**config.mk**
```make
export PLATFORM = sky130hd
export DESIGN_NAME = dram_page_tracker
export DESIGN_NICKNAME = d
export VERILOG_FILES = /design/src/rtl/dram_page_tracker.sv
export SDC_FILE = /design/constraint.sdc
export NUM_CORES = 1
export LEC_CHECK = 0
export BUFFER_PORTS_ARGS = -buffer_cell sky130_fd_sc_hd__buf_2
export CAP_MARGIN = 0
export CORE_ASPECT_RATIO = 1.2
export CORE_MARGIN = 2
export CORE_UTILIZATION = 55
export CTS_BUF_LIST = sky130_fd_sc_hd__clkbuf_8
export DETAILED_ROUTE_END_ITERATION = 8
export PLACE_DENSITY = 0.75
export SLEW_MARGIN = 20
export SYNTH_ARGS = -nofsm -noshare
export SYNTH_HDL_FRONTEND = slang
export SYNTH_SLANG_ARGS = --single-unit
```
**constraint.sdc**
```tcl
create_clock -name clk -period 2.7 [get_ports clk]
set_input_delay 0.135 -clock clk [delete_from_list [all_inputs] [get_ports clk]]
set_output_delay 0.135 -clock clk [all_outputs]
set_load 0.03 [all_outputs]
```
**src/rtl/dram_page_tracker.sv**
```systemverilog
// DRAM page tracker: decodes a request address, classifies it against a
// 16-entry open-row table as HIT/MISS/EMPTY, launches one issue pulse per
// request and keeps saturating hit/miss/empty statistics.
//
// Ports:
//   clk, rst_n                       clock, async active-low reset
//   req_valid/req_ready              request handshake (ready only in IDLE)
//   req_addr[32:0], req_rd_wr        physical byte address, 0=read 1=write
//   issue_en                         one-cycle launch pulse
//   issue_rd_wr, issue_bank_group,
//   issue_bank, issue_row,
//   issue_column                     decoded fields of the issued command
//   issue_policy                     HIT/MISS/EMPTY, NULL when idle
//   issue_different_bg/_b            bank group / bank changed since last cmd
//   cmd_done                         downstream command completed
//   hit_count, miss_count,
//   empty_count                      saturating statistics counters

package dram_page_tracker_pkg;
    typedef enum logic [1:0] {
        POL_NULL  = 2'd0,
        POL_HIT   = 2'd1,
        POL_MISS  = 2'd2,
        POL_EMPTY = 2'd3
    } dram_policy_t;
endpackage

module dram_page_tracker
    import dram_page_tracker_pkg::*;
#(
    parameter int unsigned CLOSED_PAGE = 0,
    parameter int unsigned CNT_W       = 32
) (
    input  logic             clk,
    input  logic             rst_n,
    input  logic             req_valid,
    output logic             req_ready,
    input  logic [32:0]      req_addr,
    input  logic             req_rd_wr,
    output logic             issue_en,
    output logic             issue_rd_wr,
    output logic [1:0]       issue_bank_group,
    output logic [1:0]       issue_bank,
    output logic [14:0]      issue_row,
    output logic [10:0]      issue_column,
    output dram_policy_t     issue_policy,
    output logic             issue_different_bg,
    output logic             issue_different_b,
    input  logic             cmd_done,
    output logic [CNT_W-1:0] hit_count,
    output logic [CNT_W-1:0] miss_count,
    output logic [CNT_W-1:0] empty_count
);

    typedef enum logic [1:0] {
        S_IDLE,
        S_DECODE,
        S_ISSUE,
        S_WAIT_DONE
    } state_t;

    state_t       state_q;
    state_t       state_d;

    // Byte offset bits are never stored.
    logic [32:3]  addr_q;
    logic         rd_wr_q;
    dram_policy_t policy_q;
    logic         diff_bg_q;
    logic         diff_b_q;
    logic         first_q;
    logic [1:0]   last_bg;
    logic [1:0]   last_bank;
    logic [15:0]  open_flag;
    logic [14:0]  open_row [16];

    logic [14:0]  a_row;
    logic [10:0]  a_col;
    logic [1:0]   a_bank;
    logic [1:0]   a_bg;
    logic [3:0]   idx;
    dram_policy_t cls;
    logic         unused_addr;

    assign unused_addr = ^req_addr[2:0];

    assign a_row  = addr_q[32:18];
    assign a_col  = {addr_q[17:10], addr_q[5:3]};
    assign a_bank = addr_q[9:8];
    assign a_bg   = addr_q[7:6];
    assign idx    = {a_bg, a_bank};

    always_comb begin
        cls = POL_EMPTY;
        if (open_flag[idx]) begin
            cls = (open_row[idx] == a_row) ? POL_HIT : POL_MISS;
        end
    end

    always_ff @(posedge clk or negedge rst_n) begin
        if (!rst_n) begin
            state_q <= S_IDLE;
        end else begin
            state_q <= state_d;
        end
    end

    // cmd_done is only looked at in WAIT_DONE, so a completion that
    // coincides with DECODE or the ISSUE pulse is dropped.
    always_comb begin
        state_d = state_q;
        case (state_q)
            S_IDLE:      if (req_valid) state_d = S_DECODE;
            S_DECODE:    state_d = S_ISSUE;
            S_ISSUE:     state_d = S_WAIT_DONE;
            S_WAIT_DONE: if (cmd_done) state_d = S_IDLE;
            default:     state_d = S_IDLE;
        endcase
    end

    always_ff @(posedge clk or negedge rst_n) begin
        if (!rst_n) begin
            addr_q      <= '0;
            rd_wr_q     <= 1'b0;
            policy_q    <= POL_NULL;
            diff_bg_q   <= 1'b0;
            diff_b_q    <= 1'b0;
            first_q     <= 1'b1;
            last_bg     <= 2'd0;
            last_bank   <= 2'd0;
            open_flag   <= '0;
            hit_count   <= '0;
            miss_count  <= '0;
            empty_count <= '0;
            for (int i = 0; i < 16; i++) begin
                open_row[i] <= '0;
            end
        end else begin
            case (state_q)
                S_IDLE: begin
                    if (req_valid) begin
                        addr_q  <= req_addr[32:3];
                        rd_wr_q <= req_rd_wr;
                    end
                end
                S_DECODE: begin
                    policy_q  <= cls;
                    diff_bg_q <= !first_q && (a_bg != last_bg);
                    diff_b_q  <= !first_q && (a_bank != last_bank);
                end
                S_ISSUE: begin
                    open_flag[idx] <= 1'b1;
                    open_row[idx]  <= a_row;
                    last_bg        <= a_bg;
                    last_bank      <= a_bank;
                    first_q        <= 1'b0;
                    case (policy_q)
                        POL_HIT:
                            if (hit_count != '1)
                                hit_count <= hit_count + CNT_W'(1);
                        POL_MISS:
                            if (miss_count != '1)
                                miss_count <= miss_count + CNT_W'(1);
                        POL_EMPTY:
                            if (empty_count != '1)
                                empty_count <= empty_count + CNT_W'(1);
                        default: ;
                    endcase
                end
                S_WAIT_DONE: begin
                    if (cmd_done) begin
                        policy_q <= POL_NULL;
                        if (CLOSED_PAGE != 0) begin
                            open_flag[idx] <= 1'b0;
                        end
                    end
                end
                default: ;
            endcase
        end
    end

    assign req_ready          = (state_q == S_IDLE);
    assign issue_en           = (state_q == S_ISSUE);
    assign issue_rd_wr        = rd_wr_q;
    assign issue_bank_group   = a_bg;
    assign issue_bank         = a_bank;
    assign issue_row          = a_row;
    assign issue_column       = a_col;
    assign issue_policy       = policy_q;
    assign issue_different_bg = diff_bg_q;
    assign issue_different_b  = diff_b_q;

endmodule

```
==> out/results.txt, run 1 <==
Starting Density -> 0.556
hpwl dp -> 28,100 um
Skew-Pair Late Insertion Delay -> 0.61 ns
Cell Rows -> 72
Critical Path RT -> 3.20 ns
min cycle time layout -> 2.67 ns
top-area cell type share of the netlist area -> 0.550
critical path's largest stage delay -> 0.49 ns
total grt overflow -> 0
cell area after synthesis -> 17,900 um2
drt total wl -> 42,500 um
Setup Crit Path Kind -> flop to flop
Synth Instances -> 1,298
CTS clk-pin slew, worst paths -> 0.06 ns
die height -> 201 um
VDD IR max -> 0.000487 V
synth unique cells -> 57
number of synthesized flops with an enable pin -> 0
Worst setup SP type -> flop
synthesized area per cell -> 13.8 um2
Least-Margin Pin Slew -> 0.872 ns
Max-Cap Viols -> 0
Synthesized Nets -> 1,343
clock sink count -> 394
Yosys reg bits -> 394
final net count -> 1,639
largest driver fanout on the critical path -> 12
setup TNS -> 0 ns
Iteration-0 DRC Markers -> 697
vias after detailed routing -> 11,700
CP Data Arrival Time -> 3.17 ns
Cell Chain, Critical Path -> buf_12, buf_12, mux4_2, mux4_2, xnor2_1, nand4_1, nor4_2, buf_4, a41oi_1, a22o_1
Final period util -> 0.988
largest net degree at the start of global routing -> 101
Ys Warns -> 0
die width -> 169 um
placement-stage cell area -> 19,900 um2
CP max stage cell -> dfrtp_4
initial antenna violation count -> 1
Top FF cell, synth -> dfrtp_1
Routed wire per std cell -> 20.8 um
Async SR Flop Fraction -> 1.00
drt pass-1 iters -> 5
Worst Setup End Kind -> flop
GP Congestion -> 0.826
P per Cell Area -> 1110 nW/um2
GRT Util Overall -> 0.257
Leak Pwr -> 10.3 nW
Max clock buf depth -> 3
Seq/Total Area, Yosys -> 0.552
Hold Path Class -> primary input to asynchronous set/reset pin
post-route ant nets -> 0
Pins Over Slew Limit -> 0
vias per cell -> 5.73
Synth area leader -> dfrtp_1
# H-tree levels -> 2
fin util -> 0.668
final hold vios -> 0
Design Area, Final -> 21,500 um2
overall power -> 23.8 mW
share of layout cells above drive strength 1 -> 0.452
Port Buffer Count -> 167
ranking of synthesized cells by area -> dfrtp_1 55%, mux2_2 18%, mux4_2 6.7%
outcome -> complete, no violations
Worst Clk Skew -> 0.0135 ns
DIE AREA -> 34,000 um2
clk root buf -> clkbuf_8
IO Pins -> 171
vias in the first global route -> 12,300
most frequent cells in the layout -> 389 x dfrtp_1, 281 x mux2_2, 167 x buf_2, 92 x buf_4
final setup vio count -> 0
hold_ws -> 0.170 ns
RSZ-0062 raised after global routing -> true
# DRC -> 0
Num CTS Buffers -> 60
fmax -> 0.375 GHz
area delta synth->final -> 20.1%
first-pass GRT wire length -> 68,000 um
CTS tree -> yes
most common cell after layout, fill and taps aside -> dfrtp_1
Core ar. -> 32,200 um2
Max transition margin -> 0.419
-- metrics by stage --
stage                     std cells  setup WS [ns]
after global placement         1900        -0.0513
after floorplan                1298         0.0906
final                          2040         0.0315
after global routing           2040         -0.139
after detailed placement       1900         -0.115
after CTS                      2039         0.0308
-- synthesized netlist by cell type, drive strengths merged (11+ instances only) --
library cell	instances
mux2i	38
inv	16
nand4	25
and4	11
mux4	53
nand3	39
mux2	281
clkbuf	38
buf	42
xnor2	77
and3	13
nor2	51
or2	16
nand2	66
xor2	34
nand2b	11
dfrtp	393
-- cell families after synthesis --
group	after synthesis	synth area share
flops	394	0.552
mux	372	0.265
simple gates	271	0.0792
xor+xnor	111	0.0544
buf+inv	97	0.0251
compound gates	46	0.0197
fa+ha+maj	7	0.00490
-- layout make-up --
| class | instances | area (um2) |
|---|---|---|
| Clock inverter | 24 | 95.1 |
| Antenna cell | 1 | 2.50 |
| Clock buffer | 76 | 1050 |
| Fill cell | 2313 | 10700 |
| Sequential cell | 394 | 9870 |
| Multi-Input combinational cell | 807 | 7620 |
| Tap cell | 407 | 509 |
| Inverter | 17 | 65.1 |
| Timing Repair Buffer | 314 | 2260 |
-- report_power, final --
part	leakage, nW	switching, mW	internal (mW)
Clock	0.669	2.24	2.49
Combinational	4.48	4.64	4.92
Sequential	5.12	1.47	7.99
Total	10.3	8.34	15.4
-- routing by layer --
metal / up-vias / routed length [um] / global-route usage
met4: 0 / 1560 / 0.103
li1: 5213 / - / -
met2: 352 / 21200 / 0.435
met5: - / 0 / 0
met3: 98 / 2000 / 0.0401
met1: 6027 / 17700 / 0.333
-- worst max-delay path, delay by kind of cell, from the launching register on --
family	cells	cell delay, ns
AO/OA/AOI/OAI	2	0.30
flip-flops	1	0.49
AND/OR/NAND/NOR	2	0.36
XOR/XNOR	1	0.15
multiplexers	2	0.77
buffers and inverters	3	0.47
-- worst paths after layout --
check	slack [ns]	end	cells past startpoint	start
max reg2reg	0.03	issue_policy[1]	10	addr_q[9]
min in group clk	0.29	addr_q[26]	3	req_addr[26]
max in group asynchronous	1.67	open_row[33]	3	rst_n
max	0.03	issue_policy[1]	10	addr_q[9]
min reg2reg	0.47	open_flag[5]	1	open_flag[5]
min	0.17	hit_count[13]	2	rst_n
-- flip-flops by register name (all words and copies together), names as in the netlist, 2 cells and up --
name / cells
miss_count: 32
issue_policy: 2
open_row: 240
open_flag: 16
hit_count: 32
last_bg: 2
addr_q: 30
empty_count: 32
state_q: 2
last_bank: 2
-- repair_timing --
item,CTS,global route
setup buffers,5,0
hold buffers,34,0
setup endpoints to repair,2,4
resized for setup,4,2
pin swaps,0,1
endpoints found under the hold margin,119,0
Note: power is estimated with default switching activity, not from simulation.
==> inputs of run 2 (changes only) <==
--- a/config.mk
+++ b/config.mk
@@ -5,6 +5,7 @@
 export SDC_FILE = /design/constraint.sdc
 export NUM_CORES = 1
 export LEC_CHECK = 0
+export ABC_AREA = 1
 export BUFFER_PORTS_ARGS = -buffer_cell sky130_fd_sc_hd__buf_2
 export CAP_MARGIN = 0
 export CORE_ASPECT_RATIO = 1.2
==> run 2 against run 1 <==
Compared with the run above:
- worst setup slack improved by 0.25 ns
- sequential cell count is the same
- utilization fell by 2.0 points
- total power shrank 3.2%
- routed wire length is 17% higher
- critical endpoint unchanged
==> out/results.txt, run 2 <==
top-area cell type share of the netlist area -> 0.524
CTS clk-pin slew, worst paths -> 0.06 ns
# DRC -> 0
placement-stage cell area -> 20,400 um2
Async SR Flop Fraction -> 1.00
Synth Instances -> 2,394
share of layout cells above drive strength 1 -> 0.130
# H-tree levels -> 2
synth unique cells -> 31
Core ar. -> 33,900 um2
crit-path most repeated cell -> nand2_1
post-CTS setup buffers -> 0
final net count -> 2,651
area of the multi-input gates -> 7790 um2
Post-CTS Resized -> 0
initial antenna violation count -> 0
Setup Crit Path Kind -> flop to flop
largest net degree at the start of global routing -> 86
GP Congestion -> 0.938
most frequent cells in the layout -> 922 x nand2_1, 391 x dfrtp_1, 264 x o21ai_0, 188 x inv_1, 179 x nor2_1
Reg with most FFs -> open_row
CP Data Arrival Time -> 2.93 ns
Num CTS Buffers -> 61
Top FF cell, synth -> dfrtp_1
IO Pins -> 171
final hold vios -> 0
Crit path buffers/inverters -> 1
Yosys reg bits -> 394
cell area after synthesis -> 18,800 um2
drt total wl -> 49,600 um
Largest register FFs -> 240
critical path's largest stage delay -> 0.49 ns
outcome -> complete, no violations
Ys Warns -> 0
Seq/Total Area, Yosys -> 0.525
CTS tree -> yes
VDD IR max -> 0.000608 V
Pins Over Slew Limit -> 0
Cell Rows -> 74
vias after detailed routing -> 16,600
Starting Density -> 0.554
clock sink count -> 394
Leak Pwr -> 11.2 nW
hold_buf cts -> 34
Synth area leader -> dfrtp_1
number of synthesized flops with an enable pin -> 0
die width -> 173 um
area delta synth->final -> 16.8%
P per Cell Area -> 1050 nW/um2
CP Depth -> 13
most common cell after layout, fill and taps aside -> nand2_1
fillcell total -> 2,942
vias in the first global route -> 16,200
Synthesized Nets -> 2,439
largest driver fanout on the critical path -> 18
Hold Path Class -> primary input to asynchronous set/reset pin
min cycle time layout -> 2.42 ns
RSZ-0062 raised after global routing -> false
synthesized area per cell -> 7.84 um2
CP max stage cell -> dfrtp_1
Max-Cap Viols -> 0
GRT Util Overall -> 0.280
Max clock buf depth -> 3
total grt overflow -> 0
ant diodes -> 0
Routed wire per std cell -> 16.0 um
Worst Clk Skew -> 0.0246 ns
Final period util -> 0.897
vias per cell -> 5.35
Synth top cells by count -> 923 x nand2_1, 393 x dfrtp_1, 264 x o21ai_0
Design Area, Final -> 21,900 um2
setup TNS -> 0 ns
Max transition margin -> 0.528
hold_ws -> 0.147 ns
FF-to-FF path depth -> 13
drt pass-1 iters -> 5
Worst setup SP type -> flop
post-route ant nets -> 0
Seq. cell area -> 9870 um2
most common cell in the netlist -> nand2_1
fmax -> 0.413 GHz
Least-Margin Pin Slew -> 0.708 ns
DIE AREA -> 35,600 um2
final setup vio count -> 0
Worst path top cell family by delay -> simple AND/OR/NAND/NOR gates
Iteration-0 DRC Markers -> 1,348
ranking of synthesized cells by area -> dfrtp_1 52%, nand2_1 18%, o21ai_0 7.0%
Port Buffer Count -> 167
first-pass GRT wire length -> 81,400 um
Cell Chain, Critical Path -> nand2_1, inv_2, nand2_1, nand2_1, nor2_1, nand2_1, nand2_1, nor2_1, nand2_1, nor2_1, nand3_1, nand2_1, nand2_1
fin util -> 0.647
Critical Path RT -> 3.21 ns
clk root buf -> clkbuf_8
Worst Setup End Kind -> flop
hpwl dp -> 32,300 um
Skew-Pair Late Insertion Delay -> 0.63 ns
die height -> 206 um
run 2: power by group:
| group | internal, mW | switching (mW) |
|---|---|---|
| Sequential | 8.04 | 1.28 |
| Clock | 2.67 | 2.30 |
| Combinational | 2.87 | 5.84 |
run 2: worst paths after layout:
kind	startpoint	to	slack, ns
max	addr_q[7]	issue_policy[1]	0.28
min	rst_n	empty_count[22]	0.15
max reg2reg	addr_q[7]	issue_policy[1]	0.28
min reg2reg	open_flag[9]	open_flag[9]	0.45
max in group asynchronous	rst_n	hit_count[4]	1.74
min in group clk	req_addr[29]	addr_q[29]	0.29
run 2: metrics by stage:
stage / total power [mW] / instances / setup slack, ns
3_3_place_gp: 17.6 / 2965 / 0.313
6_report: 23.0 / 3106 / 0.277
5_1_grt: 24.7 / 3106 / 0.0289
3_5_place_dp: 18.0 / 2965 / 0.336
2_1_floorplan: 15.2 / 2394 / 0.435
4_1_cts: 23.0 / 3106 / 0.304
run 2: per-layer routing:
layer	wire length, um	GRT usage	vias to the layer above	share of wire
met5	0	0	-	0
met4	1480	0.104	0	0.030
met3	2790	0.0412	120	0.056
met2	24700	0.485	559	0.50
met1	20600	0.360	7948	0.42
li1	-	-	7985	-
run 2: cells by family after synthesis:
| kind of cell | after synthesis | synth area share |
|---|---|---|
| simple gates | 1242 | 0.262 |
| flops | 394 | 0.525 |
| compound gates | 362 | 0.0972 |
| buf+inv | 284 | 0.0609 |
| xor+xnor | 93 | 0.0434 |
| mux | 12 | 0.00720 |
| fa+ha+maj | 7 | 0.00466 |
run 2: final cells by class:
cell class                 instances  area share
multi-input combinational       1716       0.355
timing repair buffer             267      0.0852
inverter                         166      0.0286
clock inverter                    32     0.00821
sequential                       394       0.450
clock buffer                      75      0.0471
tap                              456      0.0260
==> inputs of run 3 (changes only) <==
--- a/config.mk
+++ b/config.mk
@@ -9,7 +9,6 @@
 export BUFFER_PORTS_ARGS = -buffer_cell sky130_fd_sc_hd__buf_2
 export CAP_MARGIN = 0
 export CORE_ASPECT_RATIO = 1.2
-export CORE_MARGIN = 2
 export CORE_UTILIZATION = 55
 export CTS_BUF_LIST = sky130_fd_sc_hd__clkbuf_8
 export DETAILED_ROUTE_END_ITERATION = 8
==> run 3 against run 2 <==
Compared with the run above:
- sequential share of layout area decreased by 0.15 points
- first-iteration DRC count increased by 2.4%
- critical path depth increased by 3
- non-clock buffer count increased by 5
- maximum frequency decreased by 2.3%
- worst hold slack got worse by 0.071 ns
- die area decreased by 2.1%
- largest cell class unchanged
- sequential cell count unchanged
==> out/results.txt, run 3 (synthesis gave the netlist of run 2 again) <==
overall power -> 23.3 mW
R2R Path Start -> addr_q[8]
placed cells -> 2,960
Pins Over Slew Limit -> 0
Starting Density -> 0.563
Skew-Pair Late Insertion Delay -> 0.64 ns
drt pass-1 iters -> 5
Setup WS post-layout -> 0.221 ns
final setup vio count -> 0
Final period util -> 0.918
VDD IR max -> 0.000558 V
final hold vios -> 0
Hold Path Class -> primary input to asynchronous set/reset pin
Non-Filler Instances -> 3,107
vias in the first global route -> 16,100
post-route ant nets -> 0
Iteration-0 DRC Markers -> 1,381
Max-Cap Viols -> 0
hold_ws -> 0.0754 ns
Least-Margin Pin Slew -> 0.647 ns
# H-tree levels -> 2
P per Cell Area -> 1060 nW/um2
setup TNS -> 0 ns
flop2flop setup slack -> 0.22 ns
Power Internal -> 13.7 mW
Core ar. -> 33,300 um2
crit-path most repeated cell -> nand2_1
initial antenna violation count -> 0
Cell Rows -> 73
fin util -> 0.660
Cell Chain, Critical Path -> buf_12, buf_4, o21ai_0, nand2_1, nand2_1, nand2_1, nand2_1, nor2_1, nand2_1, nand2_1, nor2_1, nand2_1, nor2_1, nand3_1, nand2_1, nand2_1
final net count -> 2,656
critical path's largest stage delay -> 0.55 ns
share of layout cells above drive strength 1 -> 0.135
outcome -> complete, no violations
fillcell total -> 2,798
most frequent cells in the layout -> 922 x nand2_1, 391 x dfrtp_1, 264 x o21ai_0, 179 x inv_1, 179 x nor2_1
vias per cell -> 5.35
die width -> 171 um
Reg with most FFs -> open_row
min cycle time layout -> 2.48 ns
area delta synth->final -> 17.2%
Design Area, Final -> 22,000 um2
CP max stage cell -> dfrtp_4
Num CTS Buffers -> 61
reg2reg end -> issue_policy[1]
Sw Share -> 0.411
DIE AREA -> 34,900 um2
GRT Util Overall -> 0.295
Worst Setup End Kind -> flop
Setup Crit Path Kind -> flop to flop
vias after detailed routing -> 16,600
FF-to-FF path depth -> 16
CTS tree -> yes
most common cell after layout, fill and taps aside -> nand2_1
GP Congestion -> 0.930
Max clock buf depth -> 3
Seq pwr share -> 0.400
Port Buffer Count -> 167
Largest register FFs -> 240
# DRC -> 0
Routed wire per std cell -> 16.1 um
total grt overflow -> 0
Logic pwr share -> 0.384
largest net degree at the start of global routing -> 74
Max transition margin -> 0.565
hpwl dp -> 31,900 um
IO Pins -> 171
NetSw -> 9.56 mW
ant diodes -> 0
post-place setup slack -> 0.271 ns
Worst setup SP type -> flop
clock sink count -> 394
CP Data Arrival Time -> 3.00 ns
clk root buf -> clkbuf_8
Leak Pwr -> 11.3 nW
Critical Path RT -> 3.22 ns
drt total wl -> 50,100 um
RSZ-0062 raised after global routing -> false
placement-stage cell area -> 20,400 um2
fmax -> 0.403 GHz
largest driver fanout on the critical path -> 37
Worst Clk Skew -> 0.0224 ns
die height -> 204 um
CTS clk-pin slew, worst paths -> 0.07 ns
first-pass GRT wire length -> 81,300 um
Clk pwr share -> 0.216
## run 3: cell count changes in the layout (fill, tap and decap cells not counted)
cell           delta
inv_1             -9
clkbuf_8          +6
clkinv_2          +6
buf_4             +2
bufinv_16         -2
dlygate4sd3_1     +2
buf_12            +1
clkinvlp_4        +1
## run 3: power groups by stage
stage	logic, mW	clock network [mW]	registers, mW
detailed placement	8.74	0	9.35
finish	8.93	5.03	9.29
CTS	8.88	5.10	9.26
floorplan	5.55	0	9.67
global placement	8.51	0	9.25
global route	10.1	5.38	9.53
## run 3: routing by layer
metal | global-route usage | up-vias | part of all wire
li1 | - | 7997 | -
met1 | 0.365 | 7912 | 0.41
met2 | 0.510 | 604 | 0.50
met3 | 0.0411 | 118 | 0.059
met4 | 0.132 | 0 | 0.038
met5 | 0 | - | 0
## run 3: worst max path at each step
stage / cells after the start / endpoint / startpoint / slack, ns
floorplan: 10 / empty_count[29] / state_q[0] / 0.44
global placement: 16 / issue_policy[1] / addr_q[8] / 0.30
detailed placement: 16 / issue_policy[1] / addr_q[8] / 0.27
CTS: 16 / issue_policy[1] / addr_q[8] / 0.23
global route: 11 / hit_count[26] / state_q[0] / 0.03
finish: 16 / issue_policy[1] / addr_q[8] / 0.22
## run 3: critical path, delay by kind of cell, from the launching register on
kind | cells | cell delay, ns
AND/OR/NAND/NOR | 13 | 1.18
AO/OA/AOI/OAI | 1 | 0.19
flip-flops | 1 | 0.55
buffers and inverters | 2 | 0.42
## run 3: final cells by class
cell class / count / area [um2] / share of cell area
timing repair buffer: 272 / 1920 / 0.0874
tap: 450 / 563 / 0.0256
clock buffer: 81 / 1110 / 0.0507
sequential: 394 / 9870 / 0.448
multi-input combinational: 1716 / 7790 / 0.354
inverter: 166 / 627 / 0.0285
clock inverter: 28 / 124 / 0.00563
## run 3: what timing repair did
item,in CTS,in global routing
endpoints found under the setup margin,0,3
resized for setup,0,0
setup buffers,0,2
hold buffers,36,0
hold endpoints to repair,262,0
